File: src/rtl/con_updown_param.sv
// con_updown_param: bounded up/down counter with wrap/saturate modes, parallel load,
// out-of-range recovery, and terminal-count, wrap and error flags.
module con_updown_param #(
  parameter int WIDTH   = 3,
  parameter int RST_VAL = 4
) (
  input  logic             clk,
  input  logic             res,
  input  logic             en,
  input  logic             x,
  input  logic             mode,
  input  logic             ld,
  input  logic [WIDTH-1:0] ld_val,
  input  logic [WIDTH-1:0] lo,
  input  logic [WIDTH-1:0] hi,
  output logic [WIDTH-1:0] q,
  output logic             tc,
  output logic             wrp,
  output logic             err,
  output logic             cfg_err
);
  localparam logic [WIDTH-1:0] RV  = WIDTH'(RST_VAL);
  localparam logic [WIDTH-1:0] ONE = WIDTH'(1);
  logic [WIDTH-1:0] q_q, q_d;
  logic wrp_q, wrp_d, err_q, err_d;
  logic at_hi, at_lo, ld_ok, out_rng;
  assign cfg_err = lo > hi;
  assign at_hi   = q_q == hi;
  assign at_lo   = q_q == lo;
  assign ld_ok   = (ld_val >= lo) && (ld_val <= hi);
  assign out_rng = (q_q < lo) || (q_q > hi);
  assign tc      = en & (x ? at_lo : at_hi);
  // Bound check precedes the +/-1, so the arithmetic never wraps past the range.
  always_comb begin
    q_d   = q_q;
    wrp_d = 1'b0;
    err_d = 1'b0;
    if (!cfg_err) begin
      if (ld) begin
        q_d   = ld_ok ? ld_val : lo;
        err_d = !ld_ok;
      end else if (out_rng) begin
        q_d   = lo;
        err_d = 1'b1;
      end else if (en) begin
        wrp_d = x ? at_lo : at_hi;
        q_d   = !wrp_d ? (x ? q_q - ONE : q_q + ONE) : mode ? q_q : (x ? hi : lo);
      end
    end
  end
  always_ff @(posedge clk or negedge res) begin
    if (!res) begin
      q_q   <= RV;
      wrp_q <= 1'b0;
      err_q <= 1'b0;
    end else begin
      q_q   <= q_d;
      wrp_q <= wrp_d;
      err_q <= err_d;
    end
  end
  assign q   = q_q;
  assign wrp = wrp_q;
  assign err = err_q;
endmodule

File: config.mk
export PLATFORM = sky130hd
export DESIGN_NAME = con_updown_param
export DESIGN_NICKNAME = d
export VERILOG_FILES = /design/src/rtl/con_updown_param.sv
export SDC_FILE = /design/constraint.sdc
export NUM_CORES = 1
export LEC_CHECK = 0
export ABC_AREA = 1
export ABC_CLOCK_PERIOD_IN_PS = 2600
export BUFFER_PORTS_ARGS = -buffer_cell sky130_fd_sc_hd__buf_4
export CAP_MARGIN = 0
export CORE_ASPECT_RATIO = 1.1
export CORE_MARGIN = 2
export CORE_UTILIZATION = 50
export CTS_CLUSTER_SIZE = 20
export DETAILED_ROUTE_END_ITERATION = 8
export HOLD_SLACK_MARGIN = 0.1
export PLACE_DENSITY = 0.82
export SETUP_SLACK_MARGIN = 0.3
export SLEW_MARGIN = 10
export SYNTH_ARGS = -nofsm -noshare
export SYNTH_HDL_FRONTEND = slang
export SYNTH_SLANG_ARGS = --single-unit
File: constraint.sdc
create_clock -name clk -period 2.6 [get_ports clk]
set_input_delay 0 -clock clk [delete_from_list [all_inputs] [get_ports clk]]
set_output_delay 0 -clock clk [all_outputs]
set_load 0.02 [all_outputs]
* After elaboration in Yosys (flattened, before gate mapping)
Cells that the tools add are included.
** Operators by class
- Add/subtract/negate cells :: 2
- Equal/unequal tests :: 3
- Muxes and demuxes :: 16
- Bitwise gates (word level) :: 2
- Reductions and logical operators :: 5
- Magnitude comparators :: 5
** Operators by type and width (number)
- two-way mux 3 bit :: 8
- two-way mux 1 bit :: 8
- == test 3 bit :: 2
- > comparator 3 bit :: 2
- inequality test 4 bit, second input constant :: 1
- adder 3 x 1 -> 3 bit, second input constant :: 1
- greater-or-equal comparator 3 bit :: 1
- <= comparator 3 bit :: 1
- < comparator 3 bit :: 1
- AND reduction 3 bit :: 1
- nonzero test 3 bit :: 1
- subtractor 3 x 1 -> 3 bit, second input constant :: 1
- AND 1 bit :: 1
- logical AND 1 bit :: 1
- logical NOT 1 bit :: 1
- logical OR 1 bit :: 1
- NOT 1 bit :: 1
** Storage, ports and cells
- Bits of input ports :: 15
- Register bits after elaboration :: 5
- Logic and storage cells :: 36
- Output and inout port bits :: 7

* Logic depth before layout (Yosys ltp)
Gate-level depths: netlist (run 1).
- Depth after elaboration :: 6
- Mapped depth :: 13
- Gate-level depth less buffers :: 13

* Worst setup path before layout (run 1)
No wires, ideal clock.
- Kind :: register to register
- Start :: register q_q[2] (netlist: q[2])
- End :: register q_q[1] (netlist: q[1])
- Arrival time :: 1.616 ns
- Path buffers :: 0
- Cell stages (with the launch flop) :: 12
- Setup time :: 0.117 ns
- Period minus slack after synthesis :: 1.733 ns
- Required time :: 2.483 ns
- Slack :: 0.867 ns
- Cell sequence :: dfstp_2 -> ha_1 -> a21oi_1 -> nand2_1 -> nand2_1 -> nand2_1 -> nor2_2 -> inv_2 -> nand2_4 -> nand2_2 -> nand2_1 -> nand2_1
** Between the ends
- Cells in the longest elaborated chain, start to end :: 6
- Elaborated cells between the ends (all ways) :: 13
- Classes of those cells :: order compare (2); eq/ne (3); mux (5); reduce/logical (3)
** Ends and longest elaborated chain
- start: declaration :: RTL line 24 : logic [WIDTH-1:0] q_q, q_d;
- start signal: assignment :: RTL line 57 : q_q <= q_d;
- == test 3 bit (on tied branches) :: RTL line 28, 29
- two-way mux 1 bit :: RTL line 46 : wrp_d = x ? at_lo : at_hi;
- two-way mux 3 bit :: RTL line 47 : q_d = !wrp_d ? (x ? q_q - ONE : q_q + ONE) : mode ? q_q : (x ? hi : lo);
- two-way mux 3 bit :: RTL line 45 : end else if (en) begin
- two-way mux 3 bit :: RTL line 42 : end else if (out_rng) begin
- two-way mux 3 bit :: RTL line 39 : if (ld) begin
Several ways; a longest one is shown, not always the timed one. The select of a mux whose other input is x is not followed.
A chain may end at the register's enable or synchronous reset.

* Worst setup path after layout (run 1)
Ends and elaborated chain as after synthesis.

==> results of run 1 <==
registers in the layout, indices dropped and copies added (netlist names):
name,count
err,1
wrp,1
q,3
critical path, stage by stage, from the launching register on:
cell	delay (ps)
dfstp_2	590
ha_1	300
a21oi_1	170
nand2_1	60
nand2_1	50
nand2_1	100
nor2_2	130
inv_2	60
nand2_4	70
nand2_2	60
nand2_1	60
nand2_1	50
power breakdown:
group / total, mW / internal [mW] / switching, mW / leakage (nW)
Sequential: 0.152 / 0.113 / 0.0389 / 0.0609
Clock: 0.0916 / 0.0581 / 0.0335 / 0.0150
Combinational: 0.574 / 0.229 / 0.345 / 0.563
per-layer routing:
metal | up-vias | share of wire (%) | wire, um
met3 | 5 | 3.3 | 67
met2 | 18 | 50 | 1040
li1 | 482 | - | -
met1 | 396 | 44 | 905
met5 | - | 0 | 0
met4 | 0 | 2.2 | 46
cell type report:
| class | count | share of cell area, % |
|---|---|---|
| clock buffers | 4 | 2.42 |
| repair buffers | 25 | 18.2 |
| inverters | 18 | 6.24 |
| flip-flops and latches | 5 | 11.7 |
| multi-input cells | 105 | 59.5 |
| well taps | 17 | 1.96 |
repair_timing:
| item | 4_1_cts | 5_1_grt |
|---|---|---|
| buffers inserted | 0 | 0 |
| hold buffers | 4 | 0 |
| hold endpoints to repair | 8 | 0 |
layout by cell type, fill, tap and decap left out, drive strengths merged, types with 2 or more instances in the layout:
master       synthesis  final
a21oi                4      4
buf                  0     21
clkbuf               0      4
dfrtp                4      4
dlygate4sd3          0      4
ha                  15     15
inv                 18     18
nand2               50     50
nand3               16     16
nand3b               4      4
nand4                2      2
nor2                 4      4
o21ai                5      5
cell families after synthesis:
| logic type | Yosys count | share of synthesized area, % |
|---|---|---|
| AO/OA/AOI/OAI | 12 | 9.11 |
| AND/OR/NAND/NOR | 77 | 43.0 |
| adder cells (fa/ha/maj) | 16 | 24.8 |
| buffers and inverters | 18 | 8.06 |
| flip-flops | 5 | 15.1 |
stage by stage:
step,hold slack (ps),util [%],cells,worst slack (ps),cell area [um2]
6_report,155,68.7,174,779,1080
5_1_grt,207,68.7,174,630,1080
4_1_cts,151,68.7,174,774,1080
3_5_place_dp,-196,64.5,166,781,1020
3_3_place_gp,-196,64.5,166,863,1020
2_1_floorplan,-296,-,128,867,838
worst min path at each step:
stage | to | cells past startpoint | slack, ps | start
final | q[2] | 5 | 150 | mode
after global routing | wrp | 4 | 210 | x
after CTS | q[2] | 5 | 150 | mode
after detailed placement | wrp | 1 | -200 | res
after global placement | wrp | 1 | -200 | res
after floorplan | err | 0 | -300 | res
==> results by group, run 1 <==
Run status
  • Status: finished, final reports clean

Critical path
  • R2r worst-path depth: 11
  • CP Data Required Time: 2740 ps
  • Startpoint types: register
  • Worst-path maximum fanout: 6
  • Reg-to-Reg Start: q[2]
  • Worst setup path endpoint: q[1]
  • Reg2reg end: q[1]
  • Critical path class: register to register
  • Worst Path Arrival: 1960 ps
  • Worst setup startpoint: q[2]
  • FF-to-FF setup slack: 780 ps
  • CP endpoint kind: register

Synth
  • Synth async-reset ratio: 100%
  • Post-Syn Area: 838 um2
  • Sequential share of the synthesized area: 15.1%
  • Synthesized netlist cell count: 128
  • Syn. warnings: 0
  • Largest area contributor in the netlist: ha_1
  • Area share of the largest cell type after synthesis: 22.4%
  • Most frequent cell after synthesis: nand2_1
  • FF+latch count, synth: 5
  • Synth top cells by count: 46 x nand2_1, 16 x inv_1, 15 x ha_1, 15 x nand3_1
  • Mean Syn Cell Area: 6.55 um2
  • Number of flops mapped to enable cells by yosys: 0
  • Distinct cells, synth: 24
  • Synth area leaders: ha_1 22%, nand2_1 21%, dfrtp_1 12%
  • Main synth FF type: dfrtp_1
  • Synthesized Nets: 159

Detailed routing
  • Routed vias: 901
  • Antenna-violating nets left: 0
  • # DRC: 0
  • Routed WL: 2060 um
  • Via density: 5.18
  • Initial DRC Count: 14
  • Routed len/inst: 11.8 um
  • Drt first pass iters: 4

Clock network
  • Root Driver: clkbuf_4
  • H-tree depth: 1
  • Clk_lat worst skew: 250 ps
  • CTS Buf Count: 3
  • CTS Sinks: 5
  • CTS Buffer Depth: 2
  • Clock-pin slew on the worst setup and hold paths: 40 ps
  • CTS tree: yes
  • # resized after CTS: 0

Pwr
  • Overall power: 818 uW
  • Pwr dens: 755 nW/um2
  • Max VDD drop: 0.425 mV
  • Static Leak: 0.639 nW

Finish
  • N_diodes: 0
  • Register area: 126 um2
  • FILL cells: 156
  • Final #Nets: 189
  • Multi-input gate area: 644 um2
  • Area delta synth->final: 29.3%
  • Layout cells sized above 1: 22.3%

Global routing
  • Met1 global-route usage: 26.6%
  • Busiest grt layer: met2
  • Global-route wire length before repair: 3480 um
  • Largest net degree at the start of global routing: 9
  • GR Util met3: 4.62%
  • Total track usage: 23.7%
  • Initial antenna violation count: 0
  • Grt met2 use: 44.2%
  • Total grt overflow: 0
  • Vias in the first global route: 851

STA
  • Slew Viols, Final: 0
  • Endpoints failing hold: 0
  • Minimum clock period: 1820 ps
  • Worst-margin pin slew: 225 ps
  • FMAX: 0.549 GHz
  • Final TNS setup: 0 ps
  • Setup-failing EPs final: 0
  • Unrepaired setup endpoints after global routing: no
  • Relative slew slack: 84.8%
  • Tcrit/Tclk final: 70.1%
  • Clock Skew: 0.192 ps

Floorplanning
  • I/O Pins: 22
  • Initial Utilization: 53.2%
  • Core ar.: 1580 um2
  • Die Ht: 46.9 um
  • Row count: 15
  • Die width: 43.0 um
  • Die area: 2020 um2

Min path
  • Worst Hold Class: input pin to register

Place
  • DP Wirelength: 1720 um
  • Port bufs: 21
  • RePlAce Congestion: 0.883

Flow run
  • Total of max-cap violations: 0
No activity file was read; power rests on OpenSTA's default activity.
==> inputs of run 2 (changes only) <==
Settings changed: ABC_AREA 1 to 0, ABC_CLOCK_PERIOD_IN_PS 2600 to 1500, CORE_UTILIZATION 50 to 46, PLACE_DENSITY 0.82 to 0.8.
Clock period 2.6 ns to 1.5 ns, I/O delays scaled along.
==> results by group, run 2 <==
STA
  • Final TNS setup: -3250 ps (-3250 ps)
  • Worst-margin pin slew: 435 ps (+210 ps)
  • Relative slew slack: 70.7% (-14 points)
  • Slew Viols, Final: 0 (unchanged)
  • FMAX: 0.447 GHz (-19%)
  • PnR worst setup slack: -738 ps (-1520 ps)
  • Unrepaired setup endpoints after global routing: yes
  • Setup-failing EPs final: 6 (+6)
  • Endpoints failing hold: 0 (unchanged)
  • Tcrit/Tclk final: 149% (+79 points)
  • Clock Skew: 2.20 ps (+2.01 ps)
  • Minimum clock period: 2240 ps (+416 ps)
  • WHS: 128 ps (-27.0 ps)

Critical path
  • R2r worst-path depth: 7 (-4)
  • Worst setup startpoint: q[1]
  • Reg-to-Reg Start: q[1]
  • CP max-delay cell: dfrtp_2
  • Crit path max-delay family: compound AO/OA/AOI/OAI gates
  • CP endpoint kind: register
  • Crit path cell chain: inv_1 -> fa_1 -> xor2_1 -> nand3_1 -> a311oi_2 -> a2111oi_2 -> o41ai_2
  • Buf+Inv Stages, Crit Path: 1 (unchanged)
  • Worst path depth: 7 (-4)
  • Crit-path max cell delay: 430 ps (-160 ps)
  • Worst setup path endpoint: q[2]
  • FF-to-FF setup slack: -740 ps (-1520 ps)
  • Worst Path Arrival: 2410 ps (+450 ps)
  • Reg2reg end: q[2]
  • Critical path class: register to register
  • Worst-path maximum fanout: 5 (-1)
  • Startpoint types: register
  • CP Data Required Time: 1670 ps (-1070 ps)

Finish
  • Final #Nets: 184 (-2.6%)
  • Layout Cells excl Fill: 169 (-2.9%)
  • Most frequent cells in the layout: 38 x buf_4, 12 x buf_6, 9 x ha_1
  • Most common cell after layout, fill and taps aside: buf_4
  • N_diodes: 0 (unchanged)
  • Area delta synth->final: 96.0%
  • Post-Route Utilization: 97.8% (+29 points)
  • Max reg flops: 3 (unchanged)
  • Layout cells sized above 1: 65.8% (+43 points)

Synth
  • Most frequent cell after synthesis: ha_1
  • FF+latch count, synth: 5 (unchanged)
  • Area share of the largest cell type after synthesis: 23.3% (+0.90 points)
  • Synthesized netlist cell count: 95 (-26%)
  • Main synth FF type: dfrtp_1
  • Syn. warnings: 0 (unchanged)
  • Mean Syn Cell Area: 8.48 um2 (+30%)
  • Largest area contributor in the netlist: ha_1
  • Synth async-reset ratio: 100% (unchanged)
  • Sequential share of the synthesized area: 15.7% (+0.61 points)
  • Number of flops mapped to enable cells by yosys: 0 (unchanged)
  • Synth top cells by count: 15 x ha_1, 11 x inv_1, 6 x o21ai_0
  • Post-Syn Area: 806 um2 (-3.9%)
  • Synthesized Nets: 126 (-21%)
  • Synth area leaders: ha_1 23%, dfrtp_1 12%, inv_1 5.1%
  • Distinct cells, synth: 41 (+71%)

Pwr
  • NetSw: 1.32 mW (+220%)
  • Pwr dens: 1680 nW/um2 (+120%)
  • Pint: 1.34 mW (+240%)
  • Max VDD drop: 1.06 mV (+150%)
  • Static Leak: 0.716 nW (+12%)
  • Overall power: 2.66 mW (+230%)
  • Combinational Power Share: 82.7% (+13 points)
  • Sw Share: 49.5% (-1.5 points)
  • Register share of total power: 10.3% (-8.3 points)
  • Clock network power share: 7.0% (-4.2 points)

Detailed routing
  • # DRC: 0 (unchanged)
  • Drt first pass iters: 5 (+1)
  • Routed len/inst: 29.6 um (+150%)
  • Initial DRC Count: 84 (+70)
  • Antenna-violating nets left: 0 (unchanged)
  • Routed WL: 5000 um (+140%)
  • Routed vias: 1,251 (+39%)
  • Via density: 7.40 (+43%)

Floorplanning
  • Row count: 15 (unchanged)
  • Die width: 43.9 um (+2.0%)
  • Core ar.: 1610 um2 (+2.4%)
  • Die Ht: 47.9 um (+2.0%)
  • Die area: 2100 um2 (+4.1%)
  • I/O Pins: 22 (unchanged)
  • Initial Utilization: 49.9% (-3.3 points)

Global routing
  • Global-route wire length before repair: 4660 um (+34%)
  • Largest net degree at the start of global routing: 10 (+1)
  • Initial antenna violation count: 0 (unchanged)
  • Total grt overflow: 0 (unchanged)
  • Total track usage: 32.1% (+8.3 points)
  • Vias in the first global route: 967 (+14%)

Place
  • DP Wirelength: 2160 um (+25%)
  • # placed instances: 155 (-6.6%)
  • Port bufs: 21 (unchanged)
  • RePlAce Congestion: 0.930 (+5.3%)

Clock network
  • CTS Buf Count: 3 (unchanged)
  • CTS Sinks: 5 (unchanged)
  • CTS tree: yes
  • Clock-pin slew on the worst setup and hold paths: 50 ps (about the same)
  • Clk_lat worst skew: 270 ps (+20 ps)
  • CTS Buffer Depth: 2 (unchanged)
  • H-tree depth: 1 (unchanged)
  • Root Driver: clkbuf_4

Run status
  • Violated checks: setup timing
  • Status: complete, but fails checks

Flow run
  • Total of max-cap violations: 0 (unchanged)

Min path
  • Worst Hold Class: input pin to register
==> run 2: cell types whose count changed after synthesis, moves of 3 or more <==
cell      change
nand3_1      -11
nor2b_1       +3
nor3_1        +4
nand2_1      -45
inv_1         -5
o21ai_0       +3
a211oi_1      +5
nand2_2       -3
==> run 2: worst reg2reg max path: stages, from the launching register on <==
cell and delay, ps:
dfrtp_2 430, inv_1 90, fa_1 380, xor2_1 280, nand3_1 180, a311oi_2 350
a2111oi_2 110, o41ai_2 330
==> run 2: metal layers <==
layer,track usage (%),share of wire [%]
met5,0,0
met4,19.4,10
met3,5.66,12
met2,55.6,46
met1,37.4,32
==> run 2: cell families after synthesis <==
kind of cell               count (synthesis)  synth area share [%]
xor gates and xnor gates                   1                  1.09
DFF                                        5                  15.7
adders and majority gates                 16                  25.8
AOI/OAI and AO/OA                         31                  27.6
and+or+nand+nor                           30                  23.8
buffers and inverters                     12                  6.06
==> run 2: cell type report <==
class	count	area, um2
timing repair buffer	54	475
multi-input combinational	78	881
clock buffer	4	26.3
sequential	5	129
fill	18	35.0
tap	17	21.3
inverter	11	46.3
==> run 2: how the worst min path moves through the flow <==
| stage | from | to | cells after the start |
|---|---|---|---|
| after detailed placement | res | err | 1 |
| after CTS | ld_val[0] | q[0] | 3 |
| after global placement | res | wrp | 1 |
| after floorplan | res | err | 0 |
| after global routing | ld_val[0] | q[0] | 3 |
| final | ld_val[0] | q[0] | 3 |
==> run 2: timing repair <==
| item | in CTS | in global routing |
|---|---|---|
| hold buffers | 2 | 0 |
| pin swaps | 10 | 15 |
| setup endpoints to repair | 7 | 7 |
| resized for setup | 22 | 36 |
| setup buffers | 0 | 8 |
| hold endpoints to repair | 5 | 0 |
==> run 2: metrics by stage <==
stage,area [um2],worst slack [ps]
finish,1580,-738
global route,1580,-797
CTS,1310,-548
detailed placement,1170,-650
global placement,1170,-665
floorplan,822,-558
==> run 2: power groups by stage <==
stage	Clock, mW	Sequential, mW	Combinational [mW]
2_1_floorplan	0	0.324	0.708
3_3_place_gp	0	0.264	1.27
3_5_place_dp	0	0.265	1.31
4_1_cts	0.171	0.268	1.45
5_1_grt	0.185	0.273	2.27
6_report	0.185	0.274	2.20
==> inputs of run 3 (changes only) <==
Settings changed: ABC_CLOCK_PERIOD_IN_PS 1500 to 2200, CORE_UTILIZATION 46 to 50, PLACE_DENSITY 0.8 to 0.83.
Clock period 1.5 ns to 2.2 ns, I/O delays scaled along.
==> results by group, run 3 (synthesis gave the netlist of run 2 again) <==
Clock network
  • CTS Sinks: 5 (unchanged)
  • Clk_lat worst skew: 240 ps (-30 ps)
  • CTS Buffer Depth: 2 (unchanged)
  • CTS Buf Count: 3 (unchanged)
  • Clock-pin slew on the worst setup and hold paths: 40 ps (about the same)
  • H-tree depth: 1 (unchanged)
  • Root Driver: clkbuf_4
  • CTS tree: yes

Finish
  • Post-Route Utilization: 73.5% (-24 points)
  • Layout cells sized above 1: 37.3% (-28 points)
  • Layout Cells excl Fill: 143 (-15%)
  • Final #Nets: 158 (-14%)
  • Most common cell after layout, fill and taps aside: buf_4
  • Max reg flops: 3 (unchanged)
  • Most frequent cells in the layout: 26 x buf_4, 13 x ha_1, 10 x inv_1
  • Area delta synth->final: 40.4%
  • N_diodes: 0 (unchanged)

Floorplanning
  • Die Ht: 46.1 um (-3.7%)
  • Die width: 42.3 um (-3.7%)
  • Core ar.: 1540 um2 (-4.7%)
  • Row count: 15 (unchanged)
  • Die area: 1950 um2 (-7.3%)
  • I/O Pins: 22 (unchanged)
  • Initial Utilization: 52.4% (+2.4 points)

Detailed routing
  • Drt first pass iters: 4 (-1)
  • Routed WL: 2440 um (-51%)
  • # DRC: 0 (unchanged)
  • Initial DRC Count: 22 (-74%)
  • Antenna-violating nets left: 0 (unchanged)
  • Routed len/inst: 17.0 um (-42%)
  • Routed vias: 913 (-27%)
  • Via density: 6.38 (-14%)

Place
  • Port bufs: 21 (unchanged)
  • # placed instances: 134 (-14%)
  • DP Wirelength: 1850 um (-15%)
  • RePlAce Congestion: 0.917 (-1.4%)

STA
  • Worst-margin pin slew: 341 ps (-93.8 ps)
  • Minimum clock period: 2080 ps (-155 ps)
  • WHS: 106 ps (-22.1 ps)
  • Unrepaired setup endpoints after global routing: yes
  • Tcrit/Tclk final: 94.7% (-54 points)
  • Endpoints failing hold: 0 (unchanged)
  • Setup-failing EPs final: 0 (-6)
  • Slew Viols, Final: 0 (unchanged)
  • Clock Skew: 2.09 ps (-0.119 ps)
  • FMAX: 0.480 GHz (+7.4%)
  • Relative slew slack: 77.1% (+6.4 points)

Pwr
  • Static Leak: 0.543 nW (-24%)
  • Max VDD drop: 0.539 mV (-49%)
  • Pwr dens: 1060 nW/um2 (-37%)
  • Overall power: 1.20 mW (-55%)

Global routing
  • Largest net degree at the start of global routing: 11 (+1)
  • Vias in the first global route: 934 (-3.4%)
  • Total grt overflow: 0 (unchanged)
  • Total track usage: 27.6% (-4.5 points)
  • Global-route wire length before repair: 4060 um (-13%)
  • Initial antenna violation count: 0 (unchanged)

Critical path
  • CP endpoint kind: register
  • Worst Path Arrival: 2230 ps (-180 ps)
  • Crit path cell chain: ha_4 -> and3_4 -> or3_1 -> a311oi_2 -> a2111oi_2 -> o41ai_2
  • CP max-delay cell: dfstp_2
  • CP Data Required Time: 2340 ps (+670 ps)
  • Buf+Inv Stages, Crit Path: 0 (-1)
  • Crit path max-delay family: compound AO/OA/AOI/OAI gates
  • Startpoint types: register
  • Crit-path max cell delay: 610 ps (+180 ps)
  • Worst-path maximum fanout: 4 (-1)
  • Critical path class: register to register

Flow run
  • Total of max-cap violations: 0 (unchanged)

Min path
  • Worst Hold Class: input pin to asynchronous set/reset pin

Run status
  • Status: finished, final reports clean
[run 3: changes by cell type in the layout (fill, tap and decap cells not counted), moves of 3 or more]
cell	delta
buf_6	-12
a21oi_1	+3
ha_4	-3
buf_4	-12
ha_1	+4
[run 3: where the power goes]
group / switching (mW) / internal, mW
combinational: 0.482 / 0.424
clock: 0.0351 / 0.0684
sequential: 0.0555 / 0.139
total: 0.572 / 0.632
[run 3: metrics by stage]
step	area [um2]	TNS, ps	worst slack, ps
after floorplan	821	0	142
after CTS	1120	0	115
final	1130	0	117
after global routing	1130	0	28.8
after global placement	1010	-68.1	-68.1
after detailed placement	1010	-28.8	-28.8
[run 3: worst register-to-register path, delay by kind of cell, from the launching register on]
kind,cells,cell delay (ps)
AOI/OAI and AO/OA,3,620
DFF,1,610
and+or+nand+nor,2,540
adders and majority gates,1,230
[run 3: routing by layer]
| metal | vias up | track usage [%] | share of wire, % |
|---|---|---|---|
| li1 | 432 | - | - |
| met1 | 422 | 31.4 | 40 |
| met2 | 51 | 50.2 | 50 |
| met3 | 8 | 4.31 | 7.1 |
| met4 | 0 | 15.0 | 2.0 |
| met5 | - | 0 | 0 |
[run 3: path summary, 6_finish.rpt]
check | start | to | slack, ps | cells past startpoint
hold reg to reg | q[0] | q[0] | 640 | 2
hold / removal | res | err | 110 | 2
min in group clk | ld_val[0] | q[0] | 130 | 3
setup reg to reg | q[2] | q[2] | 120 | 6
max in group asynchronous | res | q[2] | 1900 | 2
setup / recovery | q[2] | q[2] | 120 | 6
[run 3: layout make-up]
cell class	instances	area, um2
well taps	17	21.3
multi-input cells	78	698
flip-flops and latches	5	129
repair buffers	28	215
inverters	11	41.3
fillers	109	408
clock buffers	4	26.3
[run 3: repair_timing]
item,4_1_cts,5_1_grt
pin swaps,6,1
buffers inserted,3,0
resized for setup,7,2
hold endpoints to repair,6,0
hold buffers,2,0
setup endpoints to repair,3,3
